File: config.mk
export PLATFORM = sky130hd
export DESIGN_NAME = hold_gate_meter
export DESIGN_NICKNAME = d
export VERILOG_FILES = /design/src/rtl/hold_gate_meter.sv
export SDC_FILE = /design/constraint.sdc
export NUM_CORES = 1
export LEC_CHECK = 0
export BUFFER_PORTS_ARGS = -buffer_cell sky130_fd_sc_hd__buf_2
export CAP_MARGIN = 10
export CORE_ASPECT_RATIO = 0.7
export CORE_MARGIN = 2
export CORE_UTILIZATION = 57
export DETAILED_ROUTE_END_ITERATION = 16
export HOLD_SLACK_MARGIN = 0.15
export PLACE_DENSITY = 0.88
export SLEW_MARGIN = 20
export SYNTH_ARGS = -nofsm -noshare
export SYNTH_HDL_FRONTEND = slang
export SYNTH_SLANG_ARGS = --single-unit
File: constraint.sdc
create_clock -name clk -period 2.55 [get_ports clk]
set_input_delay 0.255 -clock clk [delete_from_list [all_inputs] [get_ports clk]]
set_output_delay 0.255 -clock clk [all_outputs]
set_load 0.02 [all_outputs]
File: src/rtl/hold_gate_meter.sv
// hold_gate_meter
//
// Purpose: monitors the gate (g) and toggle (f) produced by the upstream
// hold-style gate FSM. For every completed gate window it records the window
// length in clock cycles, whether f changed inside the window, and whether
// the length is outside [MIN_LEN, MAX_LEN]. Results are offered one at a
// time on a valid/ready result port.
//
// Ports:
//   clk        system clock, rising edge
//   rst        synchronous active-high reset
//   g, f       gate and toggle from the upstream FSM (already registered)
//   res_ready  consumer accepts the current result
//   res_valid  result register holds an unread result
//   res_len    window length, saturated at MAX_LEN+1
//   res_tog    f changed at least once during the window
//   res_short  length < MIN_LEN
//   res_long   length > MAX_LEN
//   ovf        sticky: a completed result was dropped (cleared by rst only)
//   win_cnt    completed windows including dropped ones, wraps 255->0
//   busy       high while a window is being measured
//   dbg_state  current FSM state (0 ARM, 1 IDLE, 2 MEAS)
//
// Result handshake: a result transfers on any rising edge where
// res_valid & res_ready are both high. While res_valid is high and
// res_ready is low, every res_* field holds steady. A new window result may
// be loaded on the same edge that the previous one transfers; otherwise a
// result completed while the register is still full is dropped and ovf set.
// res_ready has no effect while res_valid is low.

module hold_gate_meter #(
    parameter int MIN_LEN = 4,
    parameter int MAX_LEN = 15,
    parameter int LEN_W   = 5
) (
    input  logic             clk,
    input  logic             rst,
    input  logic             g,
    input  logic             f,
    input  logic             res_ready,
    output logic             res_valid,
    output logic [LEN_W-1:0] res_len,
    output logic             res_tog,
    output logic             res_short,
    output logic             res_long,
    output logic             ovf,
    output logic [7:0]       win_cnt,
    output logic             busy,
    output logic [1:0]       dbg_state
);

    typedef enum logic [1:0] {
        ST_ARM  = 2'd0,
        ST_IDLE = 2'd1,
        ST_MEAS = 2'd2
    } state_t;

    localparam logic [LEN_W-1:0] LEN_ONE = LEN_W'(1);
    localparam logic [LEN_W-1:0] LEN_MIN = LEN_W'(MIN_LEN);
    localparam logic [LEN_W-1:0] LEN_MAX = LEN_W'(MAX_LEN);
    localparam logic [LEN_W-1:0] LEN_SAT = LEN_W'(MAX_LEN + 1);

    state_t           state;
    logic             f_q;
    logic [LEN_W-1:0] len;
    logic             tog;

    logic tog_ev;
    logic commit;
    logic drain;

    assign tog_ev = f ^ f_q;
    // The first low sample of g closes the window; that cycle contributes
    // neither length nor toggle.
    assign commit = (state == ST_MEAS) && !g;
    assign drain  = res_valid && res_ready;

    assign busy      = (state == ST_MEAS);
    assign dbg_state = state;

    always_ff @(posedge clk) begin
        if (rst) begin
            state     <= ST_ARM;
            f_q       <= 1'b0;
            len       <= '0;
            tog       <= 1'b0;
            res_valid <= 1'b0;
            res_len   <= '0;
            res_tog   <= 1'b0;
            res_short <= 1'b0;
            res_long  <= 1'b0;
            ovf       <= 1'b0;
            win_cnt   <= 8'd0;
        end else begin
            f_q <= f;

            case (state)
                // Wait for the gate to be low so a window already open at
                // reset is never measured partially.
                ST_ARM: begin
                    if (!g) state <= ST_IDLE;
                end
                ST_IDLE: begin
                    if (g) begin
                        state <= ST_MEAS;
                        len   <= LEN_ONE;
                        tog   <= tog_ev;
                    end
                end
                ST_MEAS: begin
                    if (g) begin
                        if (len != LEN_SAT) len <= len + LEN_ONE;
                        tog <= tog | tog_ev;
                    end else begin
                        state <= ST_IDLE;
                    end
                end
                default: state <= ST_ARM;
            endcase

            if (commit) begin
                if (!res_valid || res_ready) begin
                    res_valid <= 1'b1;
                    res_len   <= len;
                    res_tog   <= tog;
                    res_short <= (len < LEN_MIN);
                    res_long  <= (len > LEN_MAX);
                end else begin
                    ovf <= 1'b1;
                end
                win_cnt <= win_cnt + 8'd1;
            end else if (drain) begin
                res_valid <= 1'b0;
            end
        end
    end

endmodule

* Yosys cells after proc, flatten, opt, wreduce, memory -nomap -nowiden
Index checks and enable logic that the tools add are counted.
Storage, ports and cells: bits in registers 27, logic and storage cells 54, bits of input ports 5
Operators by class: bitwise gates (word level) 3, equal/unequal tests 8, $add $sub $neg 2, $lt $le $gt $ge 2, mux-type cells 13, reduce and logical (&&, ||, !) cells 15
Operators with widths (count):
- 2-to-1 mux 5 bit | 3
- case mux 5 bit (2 select lines) | 1
- adder 8 x 1 -> 8 bit, second input constant | 1
- AND reduction 2 bit | 4
- inequality test 2 bit, second input constant | 3
- adder 5 x 1 -> 5 bit, second input constant | 1
- > comparator 5 x 4 -> 1 bit, second input constant | 1
- less-than comparator 5 x 3 -> 1 bit, second input constant | 1
- 2-to-1 mux 1 bit | 5
- inequality test 5 bit, second input constant | 1
- 2-to-1 mux 2 bit | 2
- inequality test 2 x 1 -> 1 bit, second input constant | 2
- case mux 2 bit (2 select lines) | 1
- AND reduction 4 bit | 1
- nonzero test 2 bit | 2
- AND reduction 3 bit | 1
- == test 2 x 1 -> 1 bit, second input constant | 1
- == test 2 bit, second input constant | 1
- logical AND 1 bit | 2
- zero test 1 bit | 2
- zero test 2 bit | 1
- case mux 1 bit (2 select lines) | 1
- OR reduction 2 bit | 1
- logical OR 1 bit | 1
- 3 further kinds | 3

* Longest topological paths before layout
word-level depth 4, gate-level depth with buffers 5, mapped depth without buffers 5

* Worst setup path before layout
OpenSTA, ideal clock, no wires.
path kind register -> register, start point register len[0], end point register len[4], period minus slack after synthesis 1.680 ns, path slack 0.870 ns, data required time 2.476 ns, data arrival time 1.606 ns, path buffers 0, stages on the path, launching flop included 6, path through dfxtp_1 > ha_1 > and3_1 > ha_1 > or4_1 > a31oi_1
Between the ends: word-level cells in the longest chain between the ends 4, elaborated cells on any way between the ends 7, classes of those cells add/sub (1); eq/ne (2); mux (3); reduce/logical (1)
Ends and longest elaborated chain:
- start, declared | RTL line 65 | logic [LEN_W-1:0] len;
- start signal, assigned | RTL line 112 | if (len != LEN_SAT) len <= len + LEN_ONE;
- adder 5 x 1 -> 5 bit | RTL line 112
- 2-to-1 mux 5 bit | RTL line 112
- 2-to-1 mux 5 bit | RTL line 111 | if (g) begin
- case mux 5 bit (2 select lines) | RTL line 97 | case (state)
Several ways; a longest one is shown, not always the timed one. The select of a mux whose other input is x is not followed. A chain may end at the register's enable or synchronous reset.

* Final worst setup path
start point register state[1], in the netlist dbg_state[1], end point register win_cnt[6]
Between the ends: word-level cells in the longest chain between the ends 2
Ends and longest elaborated chain:
- start, declared | RTL line 63 | state_t state;
- start signal, assigned | RTL line 83 | state <= ST_ARM;
- start signal, assigned | RTL line 101 | if (!g) state <= ST_IDLE;
- start signal, assigned | RTL line 105 | state <= ST_MEAS;
- == test 2 bit | RTL line 75 | assign commit = (state == ST_MEAS) && !g;
- logical AND 1 bit | RTL line 75
- end signal, assigned | RTL line 131 | win_cnt <= win_cnt + 8'd1;
- end, declared | RTL line 47 | output logic [7:0] win_cnt,
Every way passes these cells.

==> reports/metrics.yaml <==
status:
  status: "complete, no violations"
clocking:
  ctsResizeCount: 0
  tritoncts: "yes"
  clk_latency_ns: 0.34
  path_clk_slew_ns: 0.14
  cts_setup_buffers: 0
  clock-sinks: 27
  cts_buffer_depth: 2
  clockRootBuffer: "clkbuf_4"
  postCtsHoldBufs: 0
  h-tree-depth: 1
  numCtsBuffers: 3
global_route:
  antenna_found_initial: 0
  grtUsageTotal_pct: 23.2
  grt_pass1_vias: 1015
  grt_remaining_overflow: 0
  grt_pass1_wl_mm: 4.52
  grt_max_degree: 28
synthesis:
  synthDominantCellAreaShare_pct: 42.9
  synth_largest_area_cell: "dfxtp_1"
  avgSynthCellArea_um2: 8.52
  synth_area_um2: 1260
  synth_seq_area_share_pct: 42.9
  synthTopCellsByArea: "dfxtp_1 (43%), a21oi_1 (8.3%), o21ai_0 (5.6%)"
  synth_compound_area_share_pct: 22.8
  yosysUniqueCellTypes: 32
  yosys_warnings: 0
  syn_nets: 157
  synth_seq_cells: 27
  synthAdderAreaFrac_pct: 3.97
  netlist_instances: 148
  synth-simple-area-share_pct: 22.6
  synth_mux_area_share_pct: 0
  yosys.area_share.xor_xnor_pct: 1.39
  synth_top_family_by_area: "compound AO/OA/AOI/OAI gates"
flow_run:
  drv_cap: 0
placed_design:
  dp_hpwl_mm: 1.91
  routabilityCongestion: 0.802
  numPortBuffers: 25
  dp_slack_ns: 0.724
layout:
  num_antenna_cells: 0
  utilization_pct: 66.0
  area_growth_pct: 10.9
  nNetsFinal: 176
  drive_above_1_share_pct: 18.7
power:
  p_leak_nw: 0.513
  vdd_ir_drop_max_mv: 0.395
  p_per_area_nw_per_um2: 483
timing:
  setup_tns_ns: 0
  tightest_slew_ns: 0.907
  hold_slack_ns: 0.168
  rsz0062_at_grt: "false"
  max-slew-margin-rel_pct: 38.7
  setup_ws_ns: 0.691
  clock.fmax_ghz: 0.538
  drv_slew: 0
  timing.final.crit_period_ns: 1.86
  hold_viol: 0
  setup_viol: 0
  final.setup_skew_ns: 0.0127
  timing.final.crit_share_pct: 72.9
hold_path:
  min_path_type: "input pin to register"
critical_path:
  path_max_fanout: 23
  cp-end-kind: "register"
  critical_path_arrival_ns: 2.13
  start_kind: "register"
  required_ns: 2.82
  crit_type: "register to register"
drt:
  firstDrtPassIters: 4
  wl_mm: 2.77
  drc_errors: 0
  vias: 1216
  drt_iter0_drc: 50
  ant_nets: 0
  vias_per_cell: 6.14
  detail_route.wl_per_cell_um: 14.0
floorplan:
  die_area_um2: 2610
  start_util_pct: 59.5
  boundaryPins: 26
  rows: 14
  die_w_um: 60.2
  coreArea_um2: 2120
  die_y_um: 43.4
[cell usage in the layout, fill, tap and decap left out, drive strengths merged]
cell type  count
clkbuf         3
buf           25
nand2b         5
nor2b          3
nor3b          1
a211oi         2
nand4          1
o21ai         14
a21oi         21
nand3b         1
a211o          1
or4            7
dfxtp         27
nor2           3
o32a           1
a41oi          1
nor3           1
and3           1
or3            3
xnor2          2
nor4bb         1
o31ai          3
o211ai         3
nand3         11
or3b           1
clkinvlp       1
nand2          8
ha             4
inv            6
nand4b         1
a31oi          4
[worst max-delay path: stages (launching register included)]
cell and delay, ns:
dfxtp_1 0.57, or3b_4 0.54, or4_1 0.53, a21oi_1 0.15
[sequential cells by signal (all words and copies together), names as in the netlist]
name / count
res_valid: 1
len: 5
dbg_state: 2
res_short: 1
win_cnt: 8
f_q: 1
res_long: 1
res_tog: 1
tog: 1
res_len: 5
ovf: 1
[where the power goes]
group / internal [W] / total [W] / leakage (nW) / switching, W
clock network: 0.0000602 / 0.000193 / 0.0139 / 0.000133
registers: 0.000428 / 0.000438 / 0.218 / 0.00000976
logic: 0.0000166 / 0.0000446 / 0.281 / 0.0000280
[worst paths after layout]
kind | to | start | cells past startpoint | slack, ns
worst min-delay path | f_q | f | 2 | 0.17
worst max register to register | win_cnt[6] | dbg_state[1] | 3 | 0.69
worst min register to register | res_short | res_short | 2 | 0.48
worst max-delay path | win_cnt[6] | dbg_state[1] | 3 | 0.69
[final cells by class]
type / count / area (µm²)
clock buffers: 3 / 22.5
well taps: 32 / 40.0
multi-input cells: 104 / 641
clock inverters: 1 / 7.51
repair buffers: 25 / 125
inverters: 6 / 22.5
fillers: 183 / 721
flip-flops and latches: 27 / 541
[synth_stat cells]
library cell  instances
a41oi_1               1
nand2_1               8
nand4_1               1
nor3_1                1
nand4b_1              1
clkbuf_1              5
buf_1                 3
and3_1                1
dfxtp_1              27
a21oi_1              21
or3b_4                1
buf_6                 2
o211ai_1              3
o32a_1                1
a31oi_1               4
nor3b_2               1
xnor2_1               2
nand3_1              11
nand2b_1              5
a211o_1               1
a211oi_1              2
o21ai_0              14
nor4bb_1              1
buf_2                 1
or3_1                 3
or4_1                 7
nand3b_1              1
inv_1                 6
o31ai_1               3
nor2_1                3
ha_1                  4
nor2b_1               3
[logic make-up after synthesis]
kind of cell,count (synthesis)
adders and majority gates,4
and+or+nand+nor,48
buffers and inverters,17
DFF,27
AOI/OAI and AO/OA,50
xor gates and xnor gates,2
[through the flow]
stage	area (µm²)	instances	total power (W)
4_1_cts	1400	198	0.000676
2_1_floorplan	1260	148	0.000480
3_3_place_gp	1370	194	0.000489
3_5_place_dp	1370	194	0.000491
5_1_grt	1400	198	0.000701
6_report	1400	198	0.000675
[per-layer routing]
| layer | wire [µm] | up-vias | global-route usage, % |
|---|---|---|---|
| met4 | 34 | 0 | 7.11 |
| met5 | 0 | - | 0 |
| met1 | 1180 | 575 | 31.4 |
| li1 | - | 577 | - |
| met2 | 1270 | 57 | 35.7 |
| met3 | 278 | 7 | 7.46 |
(Power assumes the default switching activity.)
